File: config.mk
export PLATFORM = sky130hd
export DESIGN_NAME = hours
export DESIGN_NICKNAME = d
export VERILOG_FILES = /design/src/rtl/hours.sv
export SDC_FILE = /design/constraint.sdc
export NUM_CORES = 1
export LEC_CHECK = 0
export CAP_MARGIN = 20
export CORE_MARGIN = 2
export CORE_UTILIZATION = 40
export CTS_CLUSTER_DIAMETER = 80
export CTS_CLUSTER_SIZE = 25
export DETAILED_ROUTE_END_ITERATION = 10
export GPL_TIMING_DRIVEN = 0
export PLACE_DENSITY_LB_ADDON = 0.08
export SLEW_MARGIN = 0
export SYNTH_ARGS = -nofsm -noshare
export SYNTH_HDL_FRONTEND = slang
export SYNTH_SLANG_ARGS = --single-unit
export TNS_END_PERCENT = 20
File: constraint.sdc
create_clock -name clkMSec -period 2.8 [get_ports clkMSec]
set_input_delay 0.56 -clock clkMSec [delete_from_list [all_inputs] [get_ports clkMSec]]
set_output_delay 0.56 -clock clkMSec [all_outputs]
set_load 0.02 [all_outputs]
File: src/rtl/hours.sv
// -----------------------------------------------------------------------------
// hours -- hour stage of the clock chain, fed by the minutes counter.
//
// Keeps a 0..23 hour register that advances on changeHour pulses and on rising
// edges of a manual advance button. It can be loaded through a level-based
// set handshake. The hour is shown in 24h or 12h form, with BCD digits and a
// PM flag. changeDay pulses on a 23->0 wrap caused by changeHour.
//
// Parameters
//   RESET_HOUR  24h value loaded on reset (0..23)
// Ports
//   clkMSec    in   system clock, rising edge
//   reset      in   synchronous active-high reset
//   changeHour in   one-cycle advance pulse from the minutes stage
//   mode24     in   1 = 24h display, 0 = 12h display
//   incBtn     in   manual advance button level (already debounced)
//   setReq     in   set request level, held until answered
//   setHour    in   requested 24h hour, sampled when the request is accepted
//   setAck     out  one-cycle pulse: setHour loaded
//   setErr     out  one-cycle pulse: setHour out of range, nothing loaded
//   hour       out  displayed hour (0..23 or 1..12)
//   hourTens   out  BCD tens digit of the displayed hour
//   hourOnes   out  BCD ones digit of the displayed hour
//   pm         out  internal hour >= 12
//   changeDay  out  one-cycle pulse on the changeHour-driven 23->0 wrap
// -----------------------------------------------------------------------------
module hours #(
  parameter int RESET_HOUR = 0
) (
  input  logic       clkMSec,
  input  logic       reset,
  input  logic       changeHour,
  input  logic       mode24,
  input  logic       incBtn,
  input  logic       setReq,
  input  logic [4:0] setHour,
  output logic       setAck,
  output logic       setErr,
  output logic [4:0] hour,
  output logic [1:0] hourTens,
  output logic [3:0] hourOnes,
  output logic       pm,
  output logic       changeDay
);

  typedef enum logic [1:0] {IDLE, ACK, ERR, WAIT_REL} setState_t;

  setState_t  setState;
  logic [4:0] hour24;
  logic       incBtnQ;

  logic       btnRise;
  logic       setValid;
  logic       setLoad;
  logic [4:0] hourInc;

  assign btnRise  = incBtn & ~incBtnQ;
  assign setValid = (setHour < 5'd24);
  assign setLoad  = (setState == IDLE) && setReq && setValid;
  assign hourInc  = (hour24 == 5'd23) ? 5'd0 : hour24 + 5'd1;

  always_ff @(posedge clkMSec) begin
    if (reset) begin
      hour24    <= 5'(RESET_HOUR);
      setState  <= IDLE;
      setAck    <= 1'b0;
      setErr    <= 1'b0;
      changeDay <= 1'b0;
      // Treat the button as already pressed so a press held through reset
      // must be released before it can advance the hour.
      incBtnQ   <= 1'b1;
    end else begin
      incBtnQ   <= incBtn;
      setAck    <= 1'b0;
      setErr    <= 1'b0;
      changeDay <= 1'b0;

      // A load wins over counting; a changeHour/button in the same cycle is
      // dropped. Coincident changeHour and button edge advance by one only.
      if (setLoad) begin
        hour24 <= setHour;
      end else if (changeHour || btnRise) begin
        hour24    <= hourInc;
        changeDay <= changeHour && (hour24 == 5'd23);
      end

      case (setState)
        IDLE: begin
          if (setReq) begin
            if (setValid) begin
              setState <= ACK;
              setAck   <= 1'b1;
            end else begin
              setState <= ERR;
              setErr   <= 1'b1;
            end
          end
        end
        ACK, ERR: setState <= WAIT_REL;
        // One response per request: wait for the requester to drop setReq.
        WAIT_REL: if (!setReq) setState <= IDLE;
        default:  setState <= IDLE;
      endcase
    end
  end

  // Display decode.
  logic [4:0] hour12;
  logic [4:0] onesWide;

  always_comb begin
    if (hour24 == 5'd0) begin
      hour12 = 5'd12;
    end else if (hour24 > 5'd12) begin
      hour12 = hour24 - 5'd12;
    end else begin
      hour12 = hour24;
    end
  end

  assign hour = mode24 ? hour24 : hour12;
  assign pm   = (hour24 >= 5'd12);

  always_comb begin
    if (hour >= 5'd20) begin
      hourTens = 2'd2;
      onesWide = hour - 5'd20;
    end else if (hour >= 5'd10) begin
      hourTens = 2'd1;
      onesWide = hour - 5'd10;
    end else begin
      hourTens = 2'd0;
      onesWide = hour;
    end
  end

  assign hourOnes = onesWide[3:0];

endmodule
# ---- Word level (Yosys, flattened, before mapping)
# Index checks and enable logic that the tools add are counted.
dict set report classes {
  magnitude_cmp 5
  reduce_logical 11
  eq_ne 6
  addsub 4
  bitwise 5
  n_mux 16
}
# cell count
set op_table {}
lappend op_table {{two-way mux 5 bit} 6}
lappend op_table {{greater-or-equal comparator 5 x 4 -> 1 bit, second input constant} 2}
lappend op_table {{two-way mux 2 bit} 4}
lappend op_table {{two-way mux 4 bit} 2}
lappend op_table {{one-hot mux 2 bit (3 select lines)} 1}
lappend op_table {{OR reduction 3 bit} 2}
lappend op_table {{adder 5 x 1 -> 5 bit, second input constant} 1}
lappend op_table {{equality test 5 bit, second input constant} 1}
lappend op_table {{greater-or-equal comparator 5 bit, second input constant} 1}
lappend op_table {{> comparator 5 x 4 -> 1 bit, second input constant} 1}
lappend op_table {{zero test 5 bit} 1}
lappend op_table {{< comparator 5 bit, second input constant} 1}
lappend op_table {{subtractor 5 x 4 -> 5 bit, second input constant} 1}
lappend op_table {{equality test 2 bit, second input constant} 2}
lappend op_table {{inequality test 2 bit, second input constant} 2}
lappend op_table {{NOT 1 bit} 4}
lappend op_table {{subtractor 4 x 3 -> 4 bit, second input constant} 1}
lappend op_table {{subtractor 4 bit, second input constant} 1}
lappend op_table {{logical AND 1 bit} 3}
lappend op_table {{two-way mux 1 bit} 3}
lappend op_table {{equality test 2 x 1 -> 1 bit, second input constant} 1}
lappend op_table {{zero test 2 bit} 1}
lappend op_table {{AND reduction 2 bit} 1}
lappend op_table {{nonzero test 2 bit} 1}
lappend op_table {{other kinds (3)} 3}
dict set report totals {
  input_bits 11
  regBits 11
  out_inout_bits 15
  word_cells 53
}

# ---- Logic depth before layout (Yosys ltp)
# Gate-level depths: netlist of run 1.
dict set report logic_depth {
  ltp_word 7
  mapped_depth 12
  mapped_depth_nobuf 12
}

# ---- Worst setup path before layout of run 1
# No wires, ideal clock.
dict set report synth_path {
  path_kind {register -> output}
  start {register hour24[2]}
  end {output hourTens[0]}
  arrival_time_ps 2540
  t_required_ps 2240
  slack_ps -300
  n_path_buf 0
  path_stages_with_launch 13
  path_cell_list {dfxtp_1 inv_2 ha_1 nor2_1 a22oi_1 nand2_1 nand2_1 inv_1 ha_1 and3_1 a21oi_1 a21oi_1 a31oi_1}
}
dict set report synth_between {
  elab_chain_len 7
  word_cells_on_any_way 10
  cone_classes {add/sub (1); order compare (3); mux (5); reduce/logical (1)}
}
# element line
set synth_lines {}
lappend synth_lines {{start: declaration} 49} ;# logic [4:0] hour24;
lappend synth_lines {{start signal: assignment} 64} ;# hour24 <= 5'(RESET_HOUR);
lappend synth_lines {{start signal: assignment} 81} ;# hour24 <= setHour;
lappend synth_lines {{start signal: assignment} 83} ;# hour24 <= hourInc;
lappend synth_lines {{subtractor 5 x 4 -> 5 bit / > comparator 5 x 4 -> 1 bit (equally long branches)} {115, 114}}
lappend synth_lines {{two-way mux 5 bit} 114} ;# end else if (hour24 > 5'd12) begin
lappend synth_lines {{two-way mux 5 bit *} 112} ;# if (hour24 == 5'd0) begin
lappend synth_lines {{two-way mux 5 bit *} 121} ;# assign hour = mode24 ? hour24 : hour12;
lappend synth_lines {{net hour[3]} 39} ;# output logic [4:0] hour,
lappend synth_lines {{greater-or-equal comparator 5 x 4 -> 1 bit} 128} ;# end else if (hour >= 5'd10) begin
lappend synth_lines {{two-way mux 1 bit} 128}
lappend synth_lines {{two-way mux 2 bit *} 125} ;# if (hour >= 5'd20) begin
lappend synth_lines {{end: declaration} 40} ;# output logic [1:0] hourTens,
# The timed path passes the listed nets; every way through them passes the cells marked *.

# ---- Worst setup path in the final report of run 1
dict set report layout_path {
  start {register hour24[2]}
  end {output hourTens[0]}
}
dict set report layout_between {
  elab_chain_len 7
  word_cells_on_any_way 10
  cone_classes {add/sub (1); order compare (3); mux (5); reduce/logical (1)}
}
# element line
set layout_lines {}
lappend layout_lines {{subtractor 5 x 4 -> 5 bit / > comparator 5 x 4 -> 1 bit (equally long branches)} {115, 114}}
lappend layout_lines {{two-way mux 5 bit} 114}
lappend layout_lines {{two-way mux 5 bit} 112}
lappend layout_lines {{two-way mux 5 bit *} 121}
lappend layout_lines {{greater-or-equal comparator 5 x 4 -> 1 bit} 128}
lappend layout_lines {{two-way mux 1 bit} 128}
lappend layout_lines {{two-way mux 2 bit *} 125}
# Mark *: on every way between the ends. The rest lies on a longest branch, timed or not.

==> results of run 1 <==
## flip-flops by register name (all words and copies together) (netlist names)
signal / count
hour24: 5
setState: 2
changeDay: 1
incBtnQ: 1
setAck: 1
setErr: 1
## synth_stat cells (all sizes together)
master / number
nand2b: 3
ha: 9
and3: 2
a211oi: 3
o211ai: 2
or3: 1
o21ai: 7
a2bb2oi: 1
dfxtp: 11
a21boi: 1
or2: 1
or4: 1
o2111ai: 1
a22oi: 1
nand3: 4
a31oi: 3
o31ai: 3
o311ai: 1
nor2b: 2
nor3: 6
and4b: 1
nor2: 17
o21a: 1
a21oi: 6
o311a: 1
inv: 10
or3b: 1
nand2: 9
a311oi: 2
clkbuf: 1
mux2i: 2
and2: 2
buf: 2
## worst register-to-register path: cells and delay by family, from the launching register on
kind                     cells  cell delay (ns)
AO/OA/AOI/OAI                1             0.25
adder cells (fa/ha/maj)      1             0.18
buffers and inverters        2             0.17
flip-flops                   1             0.38
AND/OR/NAND/NOR              2             0.70
## per-layer routing
layer  GRT usage (%)  wire length [um]
met1           23.17              1076
met2           39.32              1386
met3           2.011                93
met4           10.53                40
met5               0                 0
## logic make-up after synthesis
| logic type | Yosys count |
|---|---|
| multiplexers | 2 |
| flip-flops | 11 |
| adder cells (fa/ha/maj) | 9 |
| AO/OA/AOI/OAI | 33 |
| AND/OR/NAND/NOR | 50 |
| buffers and inverters | 13 |
## cell usage in the layout, fill, tap and decap left out, drive strengths merged
master / n
dfxtp: 11
nor2: 17
inv: 10
mux2i: 2
a22oi: 1
nand2: 9
clkbuf: 5
o2111ai: 1
dlygate4sd2: 1
o211ai: 2
a311oi: 2
nand2b: 3
a21oi: 6
clkdlybuf4s50: 19
and2: 2
or3b: 1
o311ai: 1
nor2b: 2
and3: 2
a21boi: 1
buf: 21
or3: 1
a211oi: 3
o21ai: 7
nor3: 6
o311a: 1
o21a: 1
nand3: 4
or4: 1
o31ai: 3
and4b: 1
or2: 1
a2bb2oi: 1
ha: 9
a31oi: 3
## final timing paths
| path | depth (start not counted) | end | slack, ns | startpoint |
|---|---|---|---|---|
| min reg2reg | 2 | setState[0] | 0.51 | setState[0] |
| min | 2 | setState[0] | 0.51 | setState[0] |
| max reg2reg | 6 | hour24[3] | 1.03 | hour24[3] |
| max | 13 | hourTens[0] | -0.03 | hour24[2] |
## where the power goes
part           switching (mW)  internal, mW  leakage [nW]  total [mW]
combinational           0.525         0.482         0.483        1.01
clock                  0.0585        0.0552        0.0150       0.114
sequential             0.0394         0.202        0.0932       0.241
total                   0.623         0.740         0.591        1.36
## timing repair
item                                   CTS  global route
endpoints found under the hold margin    0             0
setup buffers                           12             2
hold buffers                             0             0
setup endpoints to repair               10             4
resized for setup                       60             2
pin swaps                               10             7
cloned                                   0             0
## layout make-up
type / instances / area, sq um
buffer: 3 / 22.52
multi-input combinational: 94 / 769.5
fill: 189 / 688.2
tap: 28 / 35.03
sequential: 11 / 235.2
inverter: 10 / 45.04
timing repair buffer: 39 / 347.8
clock buffer: 4 / 26.28
==> flow_summary.toml, run 1 <==
[synthesis]
synth_seq_cells = 11
synth_warnings = 0
yosysTopAreaCell = "dfxtp_1"
syn-instance-count = 118
syn_nets = 138
postSynthAreaPerCell_sq_um = 7.687
synth_top_area_share_pct = 24.28
synth-compound-area-share_pct = 26.34
synth_top_family_by_area = "simple AND/OR/NAND/NOR gates"
yosys-top-cells-area = "dfxtp_1 24%, ha_1 12%, nor2_1 6.2%"
yosys-mux-area-fraction_pct = 2.207
ys_seq_area_share_pct = 24.28
synth-simple-area-share_pct = 28.14
yosys.area_share.adder_pct = 12.41
synthDistinctLibCells = 41
netlist_area_sq_um = 907.1
synth_xor_area_share_pct = 0

[routing]
via_per_inst = 5.418
drtAntennaViolNets = 0
firstDrtPassIters = 4
drc = 0
routedWlPerCell_um = 13.74
drt_iter0_markers = 12
vias = 1024
wirelength_um = 2597

[place]
gp_congestion = 0.7724
portBuffers = 25
place_ws_ns = -1.099
post_dp_cell_area_sq_um = 1225
placed_cells_incl_taps = 171
hpwl_um = 1594

[timing]
hold_viol_final = 0
finalSetupTns_ns = -0.04906
finalWorstSetupSlack_ns = -0.03289
max_freq_ghz = 0.3530
hold_slack_ns = 0.5136
fin_crit_ns = 2.833
rsz0062_at_grt = "yes"
setup-violations-final = 2
relSlewSlack_pct = 69.04
finalCritPeriodShare_pct = 101.2
maxSlewViolCount = 0
tightest_slew_ns = 0.4643
worst_clock_skew_ns = 0.006826

[floorplanning]
fp.dieW_um = 51.62
start_util_pct = 41.81
std_cell_rows = 17
die_y_um = 51.62
core-area_sq_um = 2170
pin_count = 26
dieArea_sq_um = 2665

[cells_and_area]
final_net_count = 182
area_growth_pct = 63.31
fin_area_sq_um = 1481
fin_util_pct = 68.28
diodes = 0
final_layout_size_suffix_gt1_share_pct = 37.89
stdcell_count = 189

[critical_path]
slowest_stage = "dfxtp_4"
crit_path_cell_trace = "inv_4 -> ha_4 -> nor2_2 -> a22oi_2 -> nand2_2 -> nand2_2 -> inv_2 -> ha_4 -> and3_4 -> a21oi_4 -> a21oi_2 -> a31oi_4 -> buf_6"
crit_fanout = 3
startpoint_type = "register"
endpoint_kind = "primary output"
slowest_delay_ns = 0.38
cp_top_family = "compound AO/OA/AOI/OAI gates"
setup.worst_path.class = "reg -> out"
required_ns = 2.24
worstPathArrival_ns = 2.27
crit_buf_inv = 3

[grt]
antenna_found_initial = 0
grt_overflow_total = 0
grt_max_degree = 11
grt_usage_pct = 20.95
grt_pass1_vias = 971
grt_pass1_wl_um = 4188

[status]
outcome = "finished with violations"
violations = "negative setup slack"

[power_and_ir_drop]
power_density_nw_per_um2 = 920.0
ir_worst_vdd_v = 0.0006044
design_power_total_mw = 1.363
p_leak_nw = 0.5907

[clock_tree]
cts-buffers-inserted = 3
insertion_delay_ns = 0.28
ctsLongestPathBuffers = 2
htree_levels = 1
cts_tree = "built"
cts.sinks = 11
clkTransAtPathRegs_ns = 0.08
cts_root_buffer = "clkbuf_4"

[min_path]
hold_path.class = "reg -> reg"

[flow_run]
max-cap-violations = 0
Power figures use the tool's default switching activity.
==> run 2: changes to the inputs <==
--- a/config.mk
+++ b/config.mk
@@ -7,7 +7,7 @@
 export LEC_CHECK = 0
 export CAP_MARGIN = 20
 export CORE_MARGIN = 2
-export CORE_UTILIZATION = 40
+export CORE_UTILIZATION = 46
 export CTS_CLUSTER_DIAMETER = 80
 export CTS_CLUSTER_SIZE = 25
 export DETAILED_ROUTE_END_ITERATION = 10
==> run 2 against run 1 <==
The run still ends with negative setup slack left. Via count up 2.7%. Sequential power down 2%. Final area up 3.5%. Largest power group unchanged. Final cell count up 1.6%. Critical path depth unchanged. First-iteration DRC count rose to 2.5 times the previous value. Highest routed layer unchanged. Worst setup slack worse by 0.038 ns. Power up 4.3%. Wire length up 1.7%. Largest cell class unchanged.
==> flow_summary.toml, run 2 (synthesized netlist as in run 1, its figures left out) <==
[critical_path]
required_ns = 2.24
rrSetupSlack_ns = 0.97
rr_worst_depth = 6
cp-endpoint = "hourOnes[1]"
crit_buf_inv = 3
endpoint_kind = "primary output"
slowest_stage = "dfxtp_2"
startpoint = "hour24[3]"
cp_top_family = "compound AO/OA/AOI/OAI gates"
reg2reg_from = "hour24[3]"
slowest_delay_ns = 0.36
r2r-end = "hour24[3]"
crit_cells = 13
worstPathArrival_ns = 2.31
crit_path_cell_trace = "inv_2 -> ha_4 -> nor2_2 -> a22oi_2 -> nand2_2 -> nand2_2 -> inv_2 -> ha_4 -> and3_4 -> a21oi_4 -> a2bb2oi_2 -> o211ai_2 -> buf_6"
crit_fanout = 4
startpoint_type = "register"
setup.worst_path.class = "reg -> out"

[cells_and_area]
final-seq-area_sq_um = 234.0
final_net_count = 186
reg_top3 = "hour24: 5 flops, setState: 2 flops"
fin_area_sq_um = 1533
final_layout_size_suffix_gt1_share_pct = 40.61
diodes = 0
stdcell_count = 192
largest_reg_flops = 5
multi_input_area_sq_um = 789.5
layout_commonest_cell = "buf_4"
final_cell_mix = "19 x buf_4, 18 x clkdlybuf4s50_1, 14 x nor2_1, 6 x o21ai_0, 6 x dfxtp_1"
area_growth_pct = 68.97
top_register = "hour24"
fillers = 128

[clock_tree]
insertion_delay_ns = 0.26
clkTransAtPathRegs_ns = 0.07
cts.sinks = 11
holdBufCountCts = 0
cts-buffers-inserted = 3
cts_tree = "built"
htree_levels = 1
ctsLongestPathBuffers = 2
cts_root_buffer = "clkbuf_4"

[power_and_ir_drop]
p_leak_nw = 0.6358
ir_worst_vdd_v = 0.0006000
power_density_nw_per_um2 = 927.3
design_power_total_mw = 1.421

[timing]
fin_crit_ns = 2.870
hold_viol_final = 0
worst_clock_skew_ns = 0.001815
relSlewSlack_pct = 71.19
finalCritPeriodShare_pct = 102.5
rsz0062_at_grt = "yes"
finalWorstSetupSlack_ns = -0.07041
setup-violations-final = 4
max_freq_ghz = 0.3484
tightest_slew_ns = 0.4322
maxSlewViolCount = 0

[floorplanning]
core-area_sq_um = 1902
die_y_um = 48.41
std_cell_rows = 16
pin_count = 26
dieArea_sq_um = 2343
fp.dieW_um = 48.41
start_util_pct = 47.70

[place]
portBuffers = 25
hpwl_um = 1551
place_ws_ns = -1.106
placed_cells_incl_taps = 170
post_dp_cell_area_sq_um = 1224
gp_congestion = 0.7819

[grt]
grt_pass1_wl_um = 4547
grt_overflow_total = 0
grt_pass1_vias = 1049
antenna_found_initial = 0
grt_usage_pct = 24.33
grt_max_degree = 11

[routing]
drtAntennaViolNets = 0
vias = 1052
routedWlPerCell_um = 13.75
firstDrtPassIters = 4
via_per_inst = 5.479
drc = 0
drt_iter0_markers = 30
wirelength_um = 2640

[min_path]
hold_path.class = "reg -> reg"

[status]
violations = "negative setup slack"
outcome = "finished with violations"

[flow_run]
max-cap-violations = 0
-- run 2: final cells by class --
| type | instances | share of cell area (%) |
|---|---|---|
| Timing Repair Buffer | 43 | 25.06 |
| Sequential cell | 11 | 15.27 |
| Buffer | 3 | 1.469 |
| Clock buffer | 4 | 1.714 |
| Inverter | 10 | 2.776 |
| Tap cell | 27 | 2.204 |
| Multi-Input combinational cell | 94 | 51.51 |
-- run 2: worst min path at each step --
stage	from	end	cells after the start	slack [ns]
4_1_cts	setState[0]	setState[0]	2	0.51
3_5_place_dp	setState[0]	setState[0]	2	0.50
5_1_grt	setState[0]	setState[0]	2	0.54
2_1_floorplan	setState[0]	setState[0]	2	0.46
6_report	setState[0]	setState[0]	2	0.51
3_3_place_gp	setState[0]	setState[0]	2	0.48
-- run 2: per-stage QoR --
stage	setup TNS [ns]	hold WS [ns]	utilization (%)
2_1_floorplan	0	0.4634	-
3_3_place_gp	-5.472	0.4795	64.34
3_5_place_dp	-5.600	0.4990	64.34
4_1_cts	-0.03178	0.5147	79.93
5_1_grt	-0.5710	0.5423	80.59
6_report	-0.1315	0.5129	80.59
-- run 2: worst min-delay path, stage by stage, from the launching register on --
cell and delay [ns]:
dfxtp_1 0.33, nand2b_1 0.07, a21oi_1 0.06
-- run 2: power by group --
group          switching [mW]  internal [mW]
Sequential             0.0351          0.202
Combinational           0.558          0.517
Clock                  0.0547         0.0551
-- run 2: timing repair --
item,in CTS,in global routing
setup buffers,18,0
pin swaps,13,1
hold endpoints to repair,0,0
resized for setup,60,4
endpoints found under the setup margin,10,6
-- run 2: routing by layer --
metal / global-route usage [%] / share of wire, %
met3: 2.160 / 3.7
met5: 0 / 0
met2: 48.84 / 55
met1: 26.71 / 41
met4: 7.143 / 0.87
==> run 3: changes to the inputs <==
--- a/config.mk
+++ b/config.mk
@@ -17,4 +17,4 @@
 export SYNTH_ARGS = -nofsm -noshare
 export SYNTH_HDL_FRONTEND = slang
 export SYNTH_SLANG_ARGS = --single-unit
-export TNS_END_PERCENT = 20
+export TNS_END_PERCENT = 50
==> constraint.sdc (replaced) <==
create_clock -name clkMSec -period 2.8 [get_ports clkMSec]
set_input_delay 0.56 -clock clkMSec [delete_from_list [all_inputs] [get_ports clkMSec]]
set_output_delay 0.56 -clock clkMSec [all_outputs]
set_load 0.01 [all_outputs]
==> run 3 against run 2 <==
The flow still finishes with violations (negative setup slack). Clock power hardly changed. Non-clock buffer count grew 1. Global-route usage is 2.0 points lower. Sequential power rose by 2%. Critical path depth did not move. Utilization is 1.1 points lower. Clock skew is 0.0033 ns higher. First-iteration DRC count is 10% lower. Highest routed layer unchanged.
==> flow_summary.toml, run 3 (synthesized netlist as in run 1, its figures left out) <==
[status]
outcome = "finished with violations"
violations = "negative setup slack"

[critical_path]
cp_top_family = "compound AO/OA/AOI/OAI gates"
startpoint_type = "register"
endpoint_kind = "primary output"
crit_fanout = 4
crit_buf_inv = 3
setup.worst_path.class = "reg -> out"
worstPathArrival_ns = 2.27
slowest_delay_ns = 0.39
slowest_stage = "dfxtp_4"
crit_path_cell_trace = "inv_4 -> ha_4 -> nor2_4 -> a22oi_2 -> nand2_2 -> nand2_2 -> inv_2 -> ha_4 -> and3_4 -> a21oi_4 -> a21oi_2 -> a31oi_1 -> buf_2"
required_ns = 2.24

[cells_and_area]
fin_area_sq_um = 1513
area_growth_pct = 66.76
largest_reg_flops = 5
final_cell_mix = "20 x buf_4, 19 x clkdlybuf4s50_1, 14 x nor2_1, 7 x dfxtp_1, 6 x o21ai_0"
diodes = 0
final_layout_size_suffix_gt1_share_pct = 39.76
final_net_count = 187
stdcell_count = 193
reg_top3 = "hour24: 5 flops, setState: 2 flops"
top_register = "hour24"
layout_commonest_cell = "buf_4"

[grt]
grt_usage_pct = 22.37
grt_max_degree = 11
grt_overflow_total = 0
grt_pass1_wl_um = 4209
grt_pass1_vias = 1051
antenna_found_initial = 0

[clock_tree]
cts-buffers-inserted = 3
clkTransAtPathRegs_ns = 0.07
cts.sinks = 11
htree_levels = 1
cts_tree = "built"
ctsLongestPathBuffers = 2
cts_root_buffer = "clkbuf_4"
insertion_delay_ns = 0.26

[timing]
finalCritPeriodShare_pct = 101.1
finalWorstSetupSlack_ns = -0.03199
hold_slack_ns = 0.4959
rsz0062_at_grt = "yes"
fin_crit_ns = 2.832
hold_viol_final = 0
relSlewSlack_pct = 69.13
worst_clock_skew_ns = 0.005071
tightest_slew_ns = 0.4631
maxSlewViolCount = 0
setup-violations-final = 2
max_freq_ghz = 0.3531

[place]
gp_congestion = 0.8297
post_dp_cell_area_sq_um = 1194
portBuffers = 25
hpwl_um = 1554
placed_cells_incl_taps = 170
place_ws_ns = -0.9838

[power_and_ir_drop]
p_leak_nw = 0.6188
power_density_nw_per_um2 = 876.3
ir_worst_vdd_v = 0.0005013
design_power_total_mw = 1.326

[floorplanning]
dieArea_sq_um = 2343
std_cell_rows = 16
pin_count = 26
core-area_sq_um = 1902
fp.dieW_um = 48.41
start_util_pct = 47.70
die_y_um = 48.41

[routing]
vias = 1084
via_per_inst = 5.617
routedWlPerCell_um = 14.02
wirelength_um = 2706
drt_iter0_markers = 27
firstDrtPassIters = 4
drc = 0
drtAntennaViolNets = 0

[flow_run]
max-cap-violations = 0

[min_path]
hold_path.class = "reg -> reg"
==> run 3: changes by cell type in the layout (fill, tap and decap cells not counted), moves of 2 or more <==
cell / before / now
buf_2: 2 / 5
buf_6: 4 / 1
dfxtp_2: 2 / 0
dlymetal6s2s_1: 2 / 0
inv_2: 4 / 2
inv_4: 2 / 4
==> run 3: final cells by class <==
type                       count  area [sq um]
clock buffer                   4         26.28
buffer                         3         22.52
inverter                      10         47.55
timing repair buffer          44         366.6
multi-input combinational     94         780.7
fill                         117         389.1
tap                           27         33.78
sequential                    11         235.2
==> run 3: worst reg2reg max path, stage by stage, from the launching register on <==
cell and delay, ns:
dfxtp_4 0.37, buf_4 0.17, ha_1 0.21, and3_4 0.20, or4_1 0.49, a311oi_1 0.25
==> run 3: path summary, 6_finish.rpt <==
| check | to | cells past startpoint | startpoint | slack (ns) |
|---|---|---|---|---|
| setup / recovery | hourTens[0] | 13 | hour24[2] | -0.03 |
| hold reg to reg | setState[0] | 2 | setState[0] | 0.50 |
| setup reg to reg | hour24[3] | 5 | hour24[2] | 1.02 |
| hold / removal | setState[0] | 2 | setState[0] | 0.50 |
==> run 3: metal layers <==
metal,routed length (um),GRT usage [%],up-vias
met5,0,0,-
li1,-,-,525
met4,13,11.90,0
met3,137,2.160,2
met1,1105,24.61,514
met2,1450,42.13,43
==> run 3: repair_timing <==
item,CTS,global route
endpoints found under the setup margin,9,4
gates resized for setup,60,6
hold buffers,0,0
gates cloned,0,0
buffers inserted,15,4
pin swaps,9,8
==> run 3: through the flow <==
| step | setup TNS (ns) | utilization [%] |
|---|---|---|
| 6_report | -0.03534 | 79.54 |
| 5_1_grt | -0.3047 | 79.54 |
| 4_1_cts | -0.005543 | 76.97 |
| 3_5_place_dp | -4.309 | 62.76 |
| 3_3_place_gp | -4.409 | 62.76 |
| 2_1_floorplan | 0 | - |
==> run 3: power by group <==
group          leakage (nW)  total [mW]  internal, mW  switching, mW
clock network        0.0150       0.107        0.0550         0.0520
registers            0.0932       0.241         0.202         0.0386
logic                 0.511       0.978         0.494          0.483
total                 0.619        1.33         0.752          0.574
